$ cat src/rtl/rca_seq_ctrl.sv
// Sequencer that drives one external 3-bit ripple-carry slice, LSB slice first,
// to add or subtract WIDTH-bit operands behind valid/ready handshakes.
module rca_seq_ctrl #(
  parameter int WIDTH = 12
) (
  input  logic             clk,
  input  logic             rst_n,
  input  logic             in_valid,
  output logic             in_ready,
  input  logic [WIDTH-1:0] in_a,
  input  logic [WIDTH-1:0] in_b,
  input  logic             in_sub,
  output logic             out_valid,
  input  logic             out_ready,
  output logic [WIDTH-1:0] out_res,
  output logic             out_cout,
  output logic             out_ovf,
  output logic [2:0]       rca_a,
  output logic [2:0]       rca_b,
  output logic             rca_cin,
  input  logic [2:0]       rca_sum,
  input  logic             rca_cout
);
  localparam int N     = WIDTH / 3;
  localparam int IDX_W = (N > 1) ? $clog2(N) : 1;

  if ((WIDTH % 3) != 0 || WIDTH < 3) begin : g_width_chk
    $error("rca_seq_ctrl: WIDTH must be a multiple of 3 and >= 3");
  end

  typedef enum logic [1:0] {IDLE, RUN, DONE} state_e;

  state_e                 state_q, state_d;
  logic [IDX_W-1:0]       idx_q, idx_d;
  logic                   carry_q, carry_d;
  logic [N-1:0][2:0]      a_q, a_d, b_q, b_d, res_q, res_d;
  logic                   last_slice;

  assign last_slice = (idx_q == IDX_W'(N - 1));

  always_ff @(posedge clk or negedge rst_n) begin
    if (!rst_n) begin
      state_q <= IDLE;
      idx_q   <= '0;
      carry_q <= 1'b0;
      a_q     <= '0;
      b_q     <= '0;
      res_q   <= '0;
    end else begin
      state_q <= state_d;
      idx_q   <= idx_d;
      carry_q <= carry_d;
      a_q     <= a_d;
      b_q     <= b_d;
      res_q   <= res_d;
    end
  end

  always_comb begin
    state_d   = state_q;
    idx_d     = idx_q;
    carry_d   = carry_q;
    a_d       = a_q;
    b_d       = b_q;
    res_d     = res_q;
    in_ready  = 1'b0;
    out_valid = 1'b0;
    out_res   = '0;
    out_cout  = 1'b0;
    out_ovf   = 1'b0;
    rca_a     = 3'd0;
    rca_b     = 3'd0;
    rca_cin   = 1'b0;
    unique case (state_q)
      IDLE: begin
        in_ready = 1'b1;
        if (in_valid) begin
          // Subtract is A + ~B + 1: the +1 rides in as the first slice carry.
          a_d     = in_a;
          b_d     = in_sub ? ~in_b : in_b;
          carry_d = in_sub;
          idx_d   = '0;
          state_d = RUN;
        end
      end
      RUN: begin
        rca_a          = a_q[idx_q];
        rca_b          = b_q[idx_q];
        rca_cin        = carry_q;
        res_d[idx_q]   = rca_sum;
        carry_d        = rca_cout;
        if (last_slice) state_d = DONE;
        else            idx_d   = idx_q + 1'b1;
      end
      DONE: begin
        out_valid = 1'b1;
        out_res   = res_q;
        out_cout  = carry_q;
        // b_q is already inverted for subtract, so one rule covers both ops.
        out_ovf   = (a_q[N-1][2] == b_q[N-1][2]) && (res_q[N-1][2] != a_q[N-1][2]);
        if (out_ready) state_d = IDLE;
      end
      default: state_d = IDLE;
    endcase
  end
endmodule

$ cat config.mk
export PLATFORM = sky130hd
export DESIGN_NAME = rca_seq_ctrl
export DESIGN_NICKNAME = d
export VERILOG_FILES = /design/src/rtl/rca_seq_ctrl.sv
export SDC_FILE = /design/constraint.sdc
export NUM_CORES = 1
export LEC_CHECK = 0
export BUFFER_PORTS_ARGS = -buffer_cell sky130_fd_sc_hd__buf_2
export CAP_MARGIN = 25
export CORE_MARGIN = 5
export CORE_UTILIZATION = 58
export CTS_BUF_LIST = sky130_fd_sc_hd__clkbuf_8
export CTS_CLUSTER_DIAMETER = 150
export DETAILED_ROUTE_END_ITERATION = 16
export MAX_ROUTING_LAYER = met4
export PLACE_DENSITY = 0.88
export SLEW_MARGIN = 20
export SYNTH_ARGS = -nofsm -noshare
export SYNTH_HDL_FRONTEND = slang
export SYNTH_SLANG_ARGS = --single-unit
export TNS_END_PERCENT = 50
$ cat constraint.sdc
create_clock -name clk -period 2.8 [get_ports clk]
set_clock_uncertainty 0.2 [all_clocks]
set_input_delay 0.14 -clock clk [delete_from_list [all_inputs] [get_ports clk]]
set_output_delay 0.14 -clock clk [all_outputs]
set_load 0.1 [all_outputs]
* Word level (Yosys, flattened, before mapping) *
Index checks and enable logic that the tools add are counted.

storage, ports and cells
  bits in registers = 41
  latch bits = 0
  memory bits (writable) = 0
  memory bits (read-only) = 0
  input bits = 33
  output and inout port bits = 23
  logic and storage cells = 61
  memories kept = 0

operators by class
  $add $sub $neg = 1
  multiply operators = 0
  divide/modulo/power cells = 0
  order comparisons = 2
  eq/ne operators = 9
  shift-type cells = 0
  multiplexer cells = 25
  bitwise operators = 1
  reduce and logical (&&, ||, !) cells = 8

operator list
  cell                                                                   number
  12-bit 2-to-1 mux                                                      2
  3-bit 2-to-1 mux                                                       5
  3-bit binary-select mux with 2-bit select                              2
  12-bit bitwise mux                                                     1
  12-bit NOT                                                             1
  2-bit 2-to-1 mux                                                       5
  2-bit != test, second input constant                                   4
  3-bit demux with 2-bit select                                          1
  1-bit 2-to-1 mux                                                       6
  2-bit one-hot mux with 3 select lines                                  1
  3-bit AND reduction                                                    2
  2-bit == test, second input constant                                   2
  2-bit one-hot mux with 2 select lines                                  1
  2-bit AND reduction                                                    2
  2-bit by 3-bit < comparator with 1-bit output, second input constant   1
  2-bit by 1-bit adder with 2-bit output, second input constant          1
  2-bit by 1-bit == test with 1-bit output, second input constant        1
  2-bit by 1-bit >= comparator with 1-bit output, second input constant  1
  1-bit logical AND                                                      2
  2-bit zero test                                                        1
  1-bit one-hot mux with 2 select lines                                  1
  2-bit nonzero test                                                     1
  1-bit == test                                                          1
  1-bit != test                                                          1

* Longest topological paths before layout *
Gate-level depths: netlist of run 1.

  word-level depth = 5
  gate-level depth with buffers = 5
  gate-level depth less buffers = 4

* Worst setup path before layout of run 1 *
Ideal clock, no wire load.

  kind = reg-to-output
  start point = register state_q[0]
  end point = output port out_ovf
  arrival = 2.098 ns
  data required time = 2.460 ns
  slack = 0.362 ns
  cell stages (with the launch flop) = 3
  buffers on the path = 0
  path through = dfrtp_1 nand2b_1 a21oi_1

on the way
  cells in the longest elaborated chain, start to end = 2

RTL lines
  element                 RTL line  text
  from (decl)             33        state_e state_q, state_d;
  from (signal assigned)  50        state_q <= state_d;
  2-bit == test           74        unique case (state_q)
  1-bit 2-to-1 mux        74
  to (decl)               17        output logic out_ovf,

Every way passes these cells.

* Worst setup path after layout of run 1 *
  start point = register idx_q[0]
  end point = output port rca_b[2]

on the way
  cells in the longest elaborated chain, start to end = 3

RTL lines
  element                                    RTL line  text
  from (decl)                                34        logic [IDX_W-1:0] idx_q, idx_d;
  from (signal assigned)                     51        idx_q <= idx_d;
  3-bit binary-select mux with 2-bit select  88        rca_b = b_q[idx_q];
  3-bit 2-to-1 mux (implied by the code)     88
  3-bit 2-to-1 mux                           74
  to (decl)                                  19        output logic [2:0] rca_b,

Every way passes these cells. The select of a mux whose other input is x is not followed.

==> run metrics, run 1 <==
most frequent cell after synthesis=dfrtp_1; Avg Cell Area, Syn=12.69 um^2; Synth area leaders=dfrtp_1, mux2_4, mux4_2; EDFF count, synth=0; hpwl dp=2.885 mm; largest net degree at the start of global routing=42; CP max stage delay=670 ps; Post-synth top cells=dfrtp_1, and2_1, nor2_1; core area=0.003606 mm^2; Crit path max-delay family=flip-flops; Initial Util=0.5878; Inserted Diodes=0; Min-Delay Path Class=in2reg; dpl cell area=0.002400 mm^2; Sequential Area=0.001026 mm^2; slowest CP cell=dfrtp_1; worst vdd ir=0.9622 mV; # fillers=228; area share of the largest cell type after synthesis=0.4841; Die W=70.45 um; critical path arrival=2050 ps; WL final=4.683 mm; sequential-to-total area share from yosys stat=0.4841; FF-to-FF path depth=4; DR WL/cell=15.56 um; register bit total from synthesis=41; Setup Total Neg Slack=0 ps; Final Worst Setup Slack=414.1 ps; DP Worst Slack=731.5 ps; kind of critical path=reg2out; status=finished, final reports clean; antenna violations before repair=0; die height=70.45 um; worst-path fanout max=10; Yosys top cell by area=dfrtp_1; I/O pin count=56; final setup fails=0; Syn Inst Count=167; vias per inst=5.146; Pleak=1.343 nW; clock latency on the worst-skew pair=300 ps; WP data required=2460 ps; share of layout cells above drive strength 1=0.4111; switching power=1.765 mW; IO Port Bufs=55; fmax=0.4191 GHz; actual slew at the worst max-slew pin=891.5 ps; CTS tree=yes; number of global-route vias before repair=1624; PD cells=1276 mW/mm^2; final instance area=0.002793 mm^2; CP Buf/Inv Count=1; Synthesized Nets=204; GP Congestion=0.7597; Post-CTS Setup Bufs=0; Multi-input gate area=0.001020 mm^2; Ys Warns=0; routed via count=1549; element type at the critical path start=register; final worst path period need=2386 ps; hold path cells=3; Max clock buf depth=2; max-cap violations=0; sw frac=0.4955; area delta synth->final=31.76%; power share of the combinational group=0.579; synth unique cells=26; clock sink count=41; final hold viol count=0; Slew Limit Headroom=0.4057; Row Count=22; global-route wire length before repair=7.962 mm; Root Driver=clkbuf_8; htree depth=2; clock transition at the registers of the reported paths=80 ps; Int Power=1.797 mW; Crit. End Element=output port; commonest register cell after synthesis=dfrtp_1; # hold bufs at CTS=31; flop-to-flop setup slack=710 ps; critical path depth=3; Post-DRT Antenna Nets=0; Post-CTS Resized=0; GRT overflow=0; Num CTS Buffers=5; Power Total=3.562 mW; full die area=0.004963 mm^2; DRC viols=0; Flop pwr share=0.316; fin crit share=0.8521; 1st-iter DRT viols=86; nets=289; CP Cell Sequence=mux4_2 -> and2_2 -> buf_2; Post-Syn Area=0.002120 mm^2; clock power share=0.105; unrepaired setup endpoints after global routing=no; FFs w/ async S/R, synth=1.000; Final Slew Violations=0; Min Hold Slack=166.5 ps; TritonRoute pass-1 iters=5; GR Util All Layers=0.2152
## layout make-up
| cell class | count | area share |
|---|---|---|
| Sequential cell | 41 | 0.3674 |
| Multi-Input combinational cell | 114 | 0.3651 |
| Timing Repair Buffer | 87 | 0.2124 |
| Clock buffer | 5 | 0.02464 |
| Tap cell | 48 | 0.02151 |
| Clock inverter | 3 | 0.004928 |
| Inverter | 3 | 0.004032 |
## worst register-to-register path: cells and delay by family, from the launching register on
| family | cells | cell delay (ps) |
|---|---|---|
| flip-flops | 1 | 490 |
| AND/OR/NAND/NOR | 2 | 800 |
| AO/OA/AOI/OAI | 1 | 130 |
| buffers and inverters | 1 | 380 |
## sequential cells by signal, summed over array words and instances, names as in the netlist
signal / cells
state_q: 2
res_q: 12
carry_q: 1
a_q: 12
idx_q: 2
b_q: 12
## placed cells by master, fill, tap and decap left out, drive strengths merged
| cell | count |
|---|---|
| nand2b | 2 |
| o21ai | 4 |
| xnor2 | 12 |
| mux2 | 24 |
| a21oi | 14 |
| and3b | 1 |
| buf | 56 |
| nand3b | 1 |
| or3 | 1 |
| clkinv | 2 |
| dfrtp | 41 |
| o2bb2ai | 1 |
| nor3b | 1 |
| dlygate4sd3 | 31 |
| mux4 | 6 |
| clkbuf | 5 |
| nor2 | 16 |
| o21bai | 1 |
| ha | 4 |
| nor2b | 1 |
| nand2 | 5 |
| inv | 4 |
| and2 | 20 |
## power groups by stage
stage	clock network (mW)	registers (mW)	logic, mW
after detailed placement	0	1.13	2.00
final	0.376	1.12	2.06
after global routing	0.406	1.17	2.18
after floorplan	0	1.02	1.83
after CTS	0.381	1.13	2.05
after global placement	0	1.12	1.96
## routing by layer
metal	track usage	part of all wire
met3	0.06331	0.071
met2	0.3451	0.51
met4	0.06383	0.012
met5	-	0
met1	0.2639	0.40
## worst paths after layout
check	start	end
hold / removal	in_sub	b_q[3]
setup / recovery	idx_q[0]	rca_b[2]
hold reg to reg	res_q[1]	res_q[1]
max in group asynchronous	rst_n	a_q[5]
min in group asynchronous	rst_n	a_q[0]
setup reg to reg	state_q[1]	b_q[5]
## stage by stage
stage / util / instances
3_5_place_dp: 0.6655 / 262
6_report: 0.7745 / 301
2_1_floorplan: - / 167
3_3_place_gp: 0.6655 / 262
4_1_cts: 0.7745 / 301
5_1_grt: 0.7745 / 301
## kinds of logic (layout without fill, tap and decap cells)
logic type                 Yosys count  count (layout)  share of synthesized area
adders and majority gates            4               4                    0.02361
xor gates and xnor gates            12              12                    0.04959
and+or+nand+nor                     48              48                     0.1387
DFF                                 41              41                     0.4841
muxes                               30              30                     0.2161
buffers and inverters               12              98                    0.03778
AOI/OAI and AO/OA                   20              20                    0.05018
Note: power is estimated with default switching activity, not from simulation.
==> run 2, diff against run 1 <==
--- a/config.mk
+++ b/config.mk
@@ -14,7 +14,7 @@
 export DETAILED_ROUTE_END_ITERATION = 16
 export MAX_ROUTING_LAYER = met4
 export PLACE_DENSITY = 0.88
-export SLEW_MARGIN = 20
+export RECOVER_POWER = 100
 export SYNTH_ARGS = -nofsm -noshare
 export SYNTH_HDL_FRONTEND = slang
 export SYNTH_SLANG_ARGS = --single-unit
==> run 2 against run 1 <==
Critical path depth is the same. Design area shrank 2.6%. Final cell count is the same. Clock power is essentially flat.
==> run metrics, run 2 (synthesized netlist as in run 1, its figures left out) <==
largest net degree at the start of global routing=42 (unchanged); fmax=0.4026 GHz (-3.9%); Root Driver=clkbuf_8; die height=70.45 um (unchanged); vias per inst=5.083 (-1.2%); Power Total=3.415 mW (-4.1%); Final Slew Violations=0 (unchanged); routed via count=1530 (-1.2%); element type at the critical path start=register; commonest non-fill, non-tap cells in the layout=dfrtp_1, dlygate4sd3_1, buf_2; critical path arrival=2140 ps (+90 ps); worst vdd ir=0.9444 mV (-1.9%); Min-Delay Path Class=in2reg; Slew Limit Headroom=0.2198 (-0.1859); commonest non-fill, non-tap cell in the layout=dfrtp_1; TritonRoute pass-1 iters=4 (-1); hpwl dp=2.885 mm (unchanged); nets=289 (unchanged); GP Congestion=0.7597 (unchanged); core area=0.003606 mm^2 (unchanged); htree depth=2 (unchanged); global-route wire length before repair=7.962 mm (unchanged); hold path cells=3 (unchanged); DRC viols=0 (unchanged); number of global-route vias before repair=1624 (unchanged); GR Util All Layers=0.2152 (unchanged); WL final=4.615 mm (-1.5%); # fillers=249 (+9.2%); I/O pin count=56 (unchanged); Num CTS Buffers=5 (unchanged); final hold viol count=0 (unchanged); Setup Total Neg Slack=0 ps (unchanged); Max clock buf depth=2 (unchanged); CTS tree=yes; kind of critical path=reg2out; full die area=0.004963 mm^2 (unchanged); unrepaired setup endpoints after global routing=no; actual slew at the worst max-slew pin=1175 ps (+283.9 ps); status=finished, final reports clean; PD cells=1256 mW/mm^2 (-1.5%); Crit. End Element=output port; clock latency on the worst-skew pair=300 ps (about the same); antenna violations before repair=0 (unchanged); worst-path fanout max=11 (+1); Die W=70.45 um (unchanged); clock transition at the registers of the reported paths=80 ps (about the same); Pleak=1.250 nW (-6.9%); WP data required=2460 ps (about the same); Post-DRT Antenna Nets=0 (unchanged); Initial Util=0.5878 (unchanged); clock sink count=41 (unchanged); area delta synth->final=28.28%; 1st-iter DRT viols=90 (+4.7%); share of layout cells above drive strength 1=0.3478 (-0.06324); DR WL/cell=15.33 um (-1.5%); Row Count=22 (unchanged); top flop regs=a_q (12), b_q (12), res_q (12); GRT overflow=0 (unchanged); final setup fails=0 (unchanged); max-cap violations=0 (unchanged); FF-to-FF path depth=4 (unchanged); Inserted Diodes=0 (unchanged); final worst path period need=2484 ps (+97.66 ps); fin crit share=0.8870 (+0.03488); IO Port Bufs=55 (unchanged)
[run 2: cell count changes in the layout (fill, tap and decap cells not counted), sizes merged]
cell	delta
buf	-25
clkbuf	+25
[run 2: layout make-up]
cell class / count / area [um^2] / share of cell area
clock buffers: 5 / 68.82 / 0.02531
inverters: 3 / 11.26 / 0.004142
clock inverters: 3 / 13.76 / 0.005062
multi-input cells: 114 / 953.4 / 0.3507
well taps: 48 / 60.06 / 0.02209
repair buffers: 87 / 585.6 / 0.2154
flip-flops and latches: 41 / 1026 / 0.3774
[run 2: stage by stage]
step,cells,hold WS (ps),setup WS (ps),utilization,cell area [um^2]
finish,301,168.9,316.4,0.7540,2719
detailed placement,262,113.7,731.5,0.6655,2400
global route,301,177.5,162.5,0.7540,2719
CTS,301,156.9,392.1,0.7745,2793
global placement,262,108.0,777.9,0.6655,2400
floorplan,167,-355.6,362.2,-,2120
[run 2: power by group]
group | switching (mW) | leakage, nW | internal [mW] | total, mW
combinational | 1.29 | 0.727 | 0.631 | 1.92
clock | 0.208 | 0.0491 | 0.169 | 0.377
sequential | 0.227 | 0.474 | 0.891 | 1.12
total | 1.72 | 1.25 | 1.69 | 3.42
[run 2: path summary, 6_finish.rpt]
kind                            to       start  slack [ps]
max                        rca_cin  state_q[0]         320
min                         b_q[3]      in_sub         170
max reg2reg                 b_q[5]  state_q[1]         390
min reg2reg                 a_q[8]      a_q[8]         290
max in group asynchronous   a_q[5]       rst_n        1450
min in group asynchronous   a_q[0]       rst_n         340
[run 2: repair_timing]
item,CTS,global route
setup endpoints to repair,0,0
buffers inserted,0,0
endpoints found under the hold margin,79,0
resized for setup,0,0
hold buffers,31,0
[run 2: critical path, cell delays in order (launching register included)]
cell,delay [ps]
dfrtp_1,470
nor2b_4,330
and2_2,180
clkbuf_1,850
[run 2: routing by layer]
layer	part of all wire	GRT usage	routed length, um	vias to the layer above
met5	0	-	0	-
met4	0.012	0.06383	57	0
met3	0.064	0.06331	297	7
met2	0.51	0.3451	2360	53
met1	0.41	0.2639	1899	739
li1	-	-	-	731
==> run 3, diff against run 2 <==
--- a/config.mk
+++ b/config.mk
@@ -15,6 +15,7 @@
 export MAX_ROUTING_LAYER = met4
 export PLACE_DENSITY = 0.88
 export RECOVER_POWER = 100
+export REMOVE_ABC_BUFFERS = 1
 export SYNTH_ARGS = -nofsm -noshare
 export SYNTH_HDL_FRONTEND = slang
 export SYNTH_SLANG_ARGS = --single-unit
==> run 3 against run 2 <==
The flow now finishes with violations (hold timing). Core utilization decreased by 0.38 points. Worst hold slack got worse by 170 ps. Routed wire length increased by 4.6%. Non-clock buffer count decreased by 1. Sequential power about the same. Die area unchanged. Setup slack got worse by 25 ps. Final cell count decreased by 0.66%. Global-route usage about the same. Register-to-register slack improved by 310 ps. Sequential share of layout area increased by 0.19 points. Total power increased by 0.48%.
==> run metrics, run 3 (synthesized netlist as in run 1, its figures left out) <==
slowest CP cell=clkbuf_1; status=finished, violations left; commonest non-fill, non-tap cell in the layout=dfrtp_1; kind of critical path=reg2out; WL final=4.828 mm (+4.6%); Final Slew Violations=0 (unchanged); DR WL/cell=16.15 um (+5.3%); CP Cell Sequence=nand2b_1 -> inv_2 -> and2_1 -> clkbuf_1; switching power=1.739 mW (+0.88%); commonest non-fill, non-tap cells in the layout=dfrtp_1, buf_2, dlygate4sd3_1; dpl cell area=0.002400 mm^2 (unchanged); Hold Startpoint=in_valid; Slew Limit Headroom=0.2215 (+0.001701); Hold Path Sink=carry_q; IO Port Bufs=55 (unchanged); clock power share=0.114 (+0.004); largest net degree at the start of global routing=42 (unchanged); Root Driver=clkbuf_8; number of global-route vias before repair=1569 (-3.4%); unrepaired setup endpoints after global routing=no; M1 wire length=2.060 mm (+8.5%); htree depth=2 (unchanged); Min-Delay Path Class=in2reg; hold path cells=4 (+1); top flop regs=a_q (12), b_q (12), res_q (12); final setup fails=0 (unchanged); Initial Util=0.5878 (unchanged); clock latency on the worst-skew pair=290 ps (about the same); worst vdd ir=1.027 mV (+8.7%); failing checks=hold timing; core area=0.003606 mm^2 (unchanged); global-route wire length before repair=8.017 mm (+0.69%); Max clock buf depth=2 (unchanged); worst-path fanout max=14 (+3); Inserted Diodes=0 (unchanged); WP data required=2460 ps (about the same); Multi-input gate area=944.7 um^2 (-0.92%); Post-CTS Setup Bufs=0 (unchanged); share of layout cells above drive strength 1=0.3267 (-0.02113); area delta synth->final=27.63%; fin crit share=0.8960 (+0.008985); routed via count=1514 (-1.0%); PD cells=1269 mW/mm^2 (+0.99%); final instance area=0.002705 mm^2 (-0.51%); GR Util All Layers=0.2151 (about the same); critical path arrival=2170 ps (+30 ps); flop-to-flop setup slack=700 ps (+310 ps); FF-to-FF path depth=3 (-1); DRC viols=0 (unchanged); antenna violations before repair=0 (unchanged); Pleak=1.225 nW (-1.9%); max-cap violations=0 (unchanged); Sequential Area=0.001026 mm^2 (unchanged); CP max stage delay=860 ps (about the same); fmax=0.3986 GHz (-1.0%); element type at the critical path start=register; Crit. End Element=output port; power share of the combinational group=0.552 (-0.010); Setup Total Neg Slack=0 ps (unchanged); hpwl dp=2.818 mm (-2.3%); Int Power=1.692 mW (about the same); Die W=70.45 um (unchanged); GRT overflow=0 (unchanged); clock transition at the registers of the reported paths=80 ps (about the same); final worst path period need=2509 ps (+25.16 ps); TritonRoute pass-1 iters=4 (unchanged); r2r endpoint=a_q[4]; reg2reg start=state_q[1]; actual slew at the worst max-slew pin=1173 ps (-2.562 ps); Post-DRT Antenna Nets=0 (unchanged); Row Count=22 (unchanged); Flop pwr share=0.334 (+0.007); Min Hold Slack=-1.607 ps (-170.5 ps); vias per inst=5.064 (-0.38%); CTS tree=yes; top layer reached by signal wires=met4; clock sink count=41 (unchanged); die height=70.45 um (unchanged); 1st-iter DRT viols=55 (-39%); full die area=0.004963 mm^2 (unchanged); nets=288 (-0.35%); Num CTS Buffers=5 (unchanged); sw frac=0.5068 (+0.002024); I/O pin count=56 (unchanged); Setup crit start=state_q[0]; # fillers=239 (-4.0%); met3 wire len=272 um (-8.4%); DR WL met2=2.409 mm (+2.1%); GP Congestion=0.7682 (+1.1%); final hold viol count=1 (+1)
==> run 3: worst max-delay path by stage <==
stage | end | slack [ps] | cells past startpoint
after floorplan | a_q[0] | 230 | 2
after global placement | rca_b[1] | 770 | 3
after detailed placement | rca_b[0] | 740 | 3
after CTS | rca_b[0] | 380 | 3
after global routing | out_res[5] | 190 | 4
final | out_res[2] | 290 | 4
==> run 3: timing repair <==
| action | 4_1_cts | 5_1_grt |
|---|---|---|
| resized for setup | 0 | 0 |
| hold buffers | 30 | 0 |
| hold endpoints to repair | 79 | 0 |
==> run 3: cell type report <==
| type | instances | share of cell area |
|---|---|---|
| multi-input cells | 114 | 0.3492 |
| inverters | 3 | 0.004163 |
| repair buffers | 86 | 0.2118 |
| clock inverters | 1 | 0.002775 |
| clock buffers | 6 | 0.03053 |
| well taps | 48 | 0.02220 |
| flip-flops and latches | 41 | 0.3793 |
==> run 3: routing by layer <==
layer | GRT usage | up-vias
li1 | - | 730
met1 | 0.2633 | 720
met2 | 0.3534 | 56
met3 | 0.05755 | 8
met4 | 0.05532 | 0
met5 | - | -
==> run 3: power by group through the flow <==
| stage | clock network (mW) | logic, mW | registers, mW |
|---|---|---|---|
| 3_3_place_gp | 0 | 1.96 | 1.12 |
| 2_1_floorplan | 0 | 1.73 | 1.05 |
| 6_report | 0.392 | 1.89 | 1.15 |
| 5_1_grt | 0.423 | 2.01 | 1.19 |
| 4_1_cts | 0.398 | 2.04 | 1.14 |
| 3_5_place_dp | 0 | 1.99 | 1.14 |
==> run 3: worst max-delay path: cells and delay by family, from the launching register on <==
| kind | cells | cell delay [ps] |
|---|---|---|
| simple gates | 2 | 380 |
| flops | 1 | 460 |
| buf+inv | 2 | 1040 |
==> run 3: through the flow <==
stage	power [mW]	setup slack, ps	utilization	instances
2_1_floorplan	2.788	226.9	-	158
3_3_place_gp	3.078	765.1	0.6655	262
3_5_place_dp	3.132	741.7	0.6655	262
4_1_cts	3.578	382.2	0.7738	299
5_1_grt	3.617	187.0	0.7502	299
6_report	3.432	291.2	0.7502	299
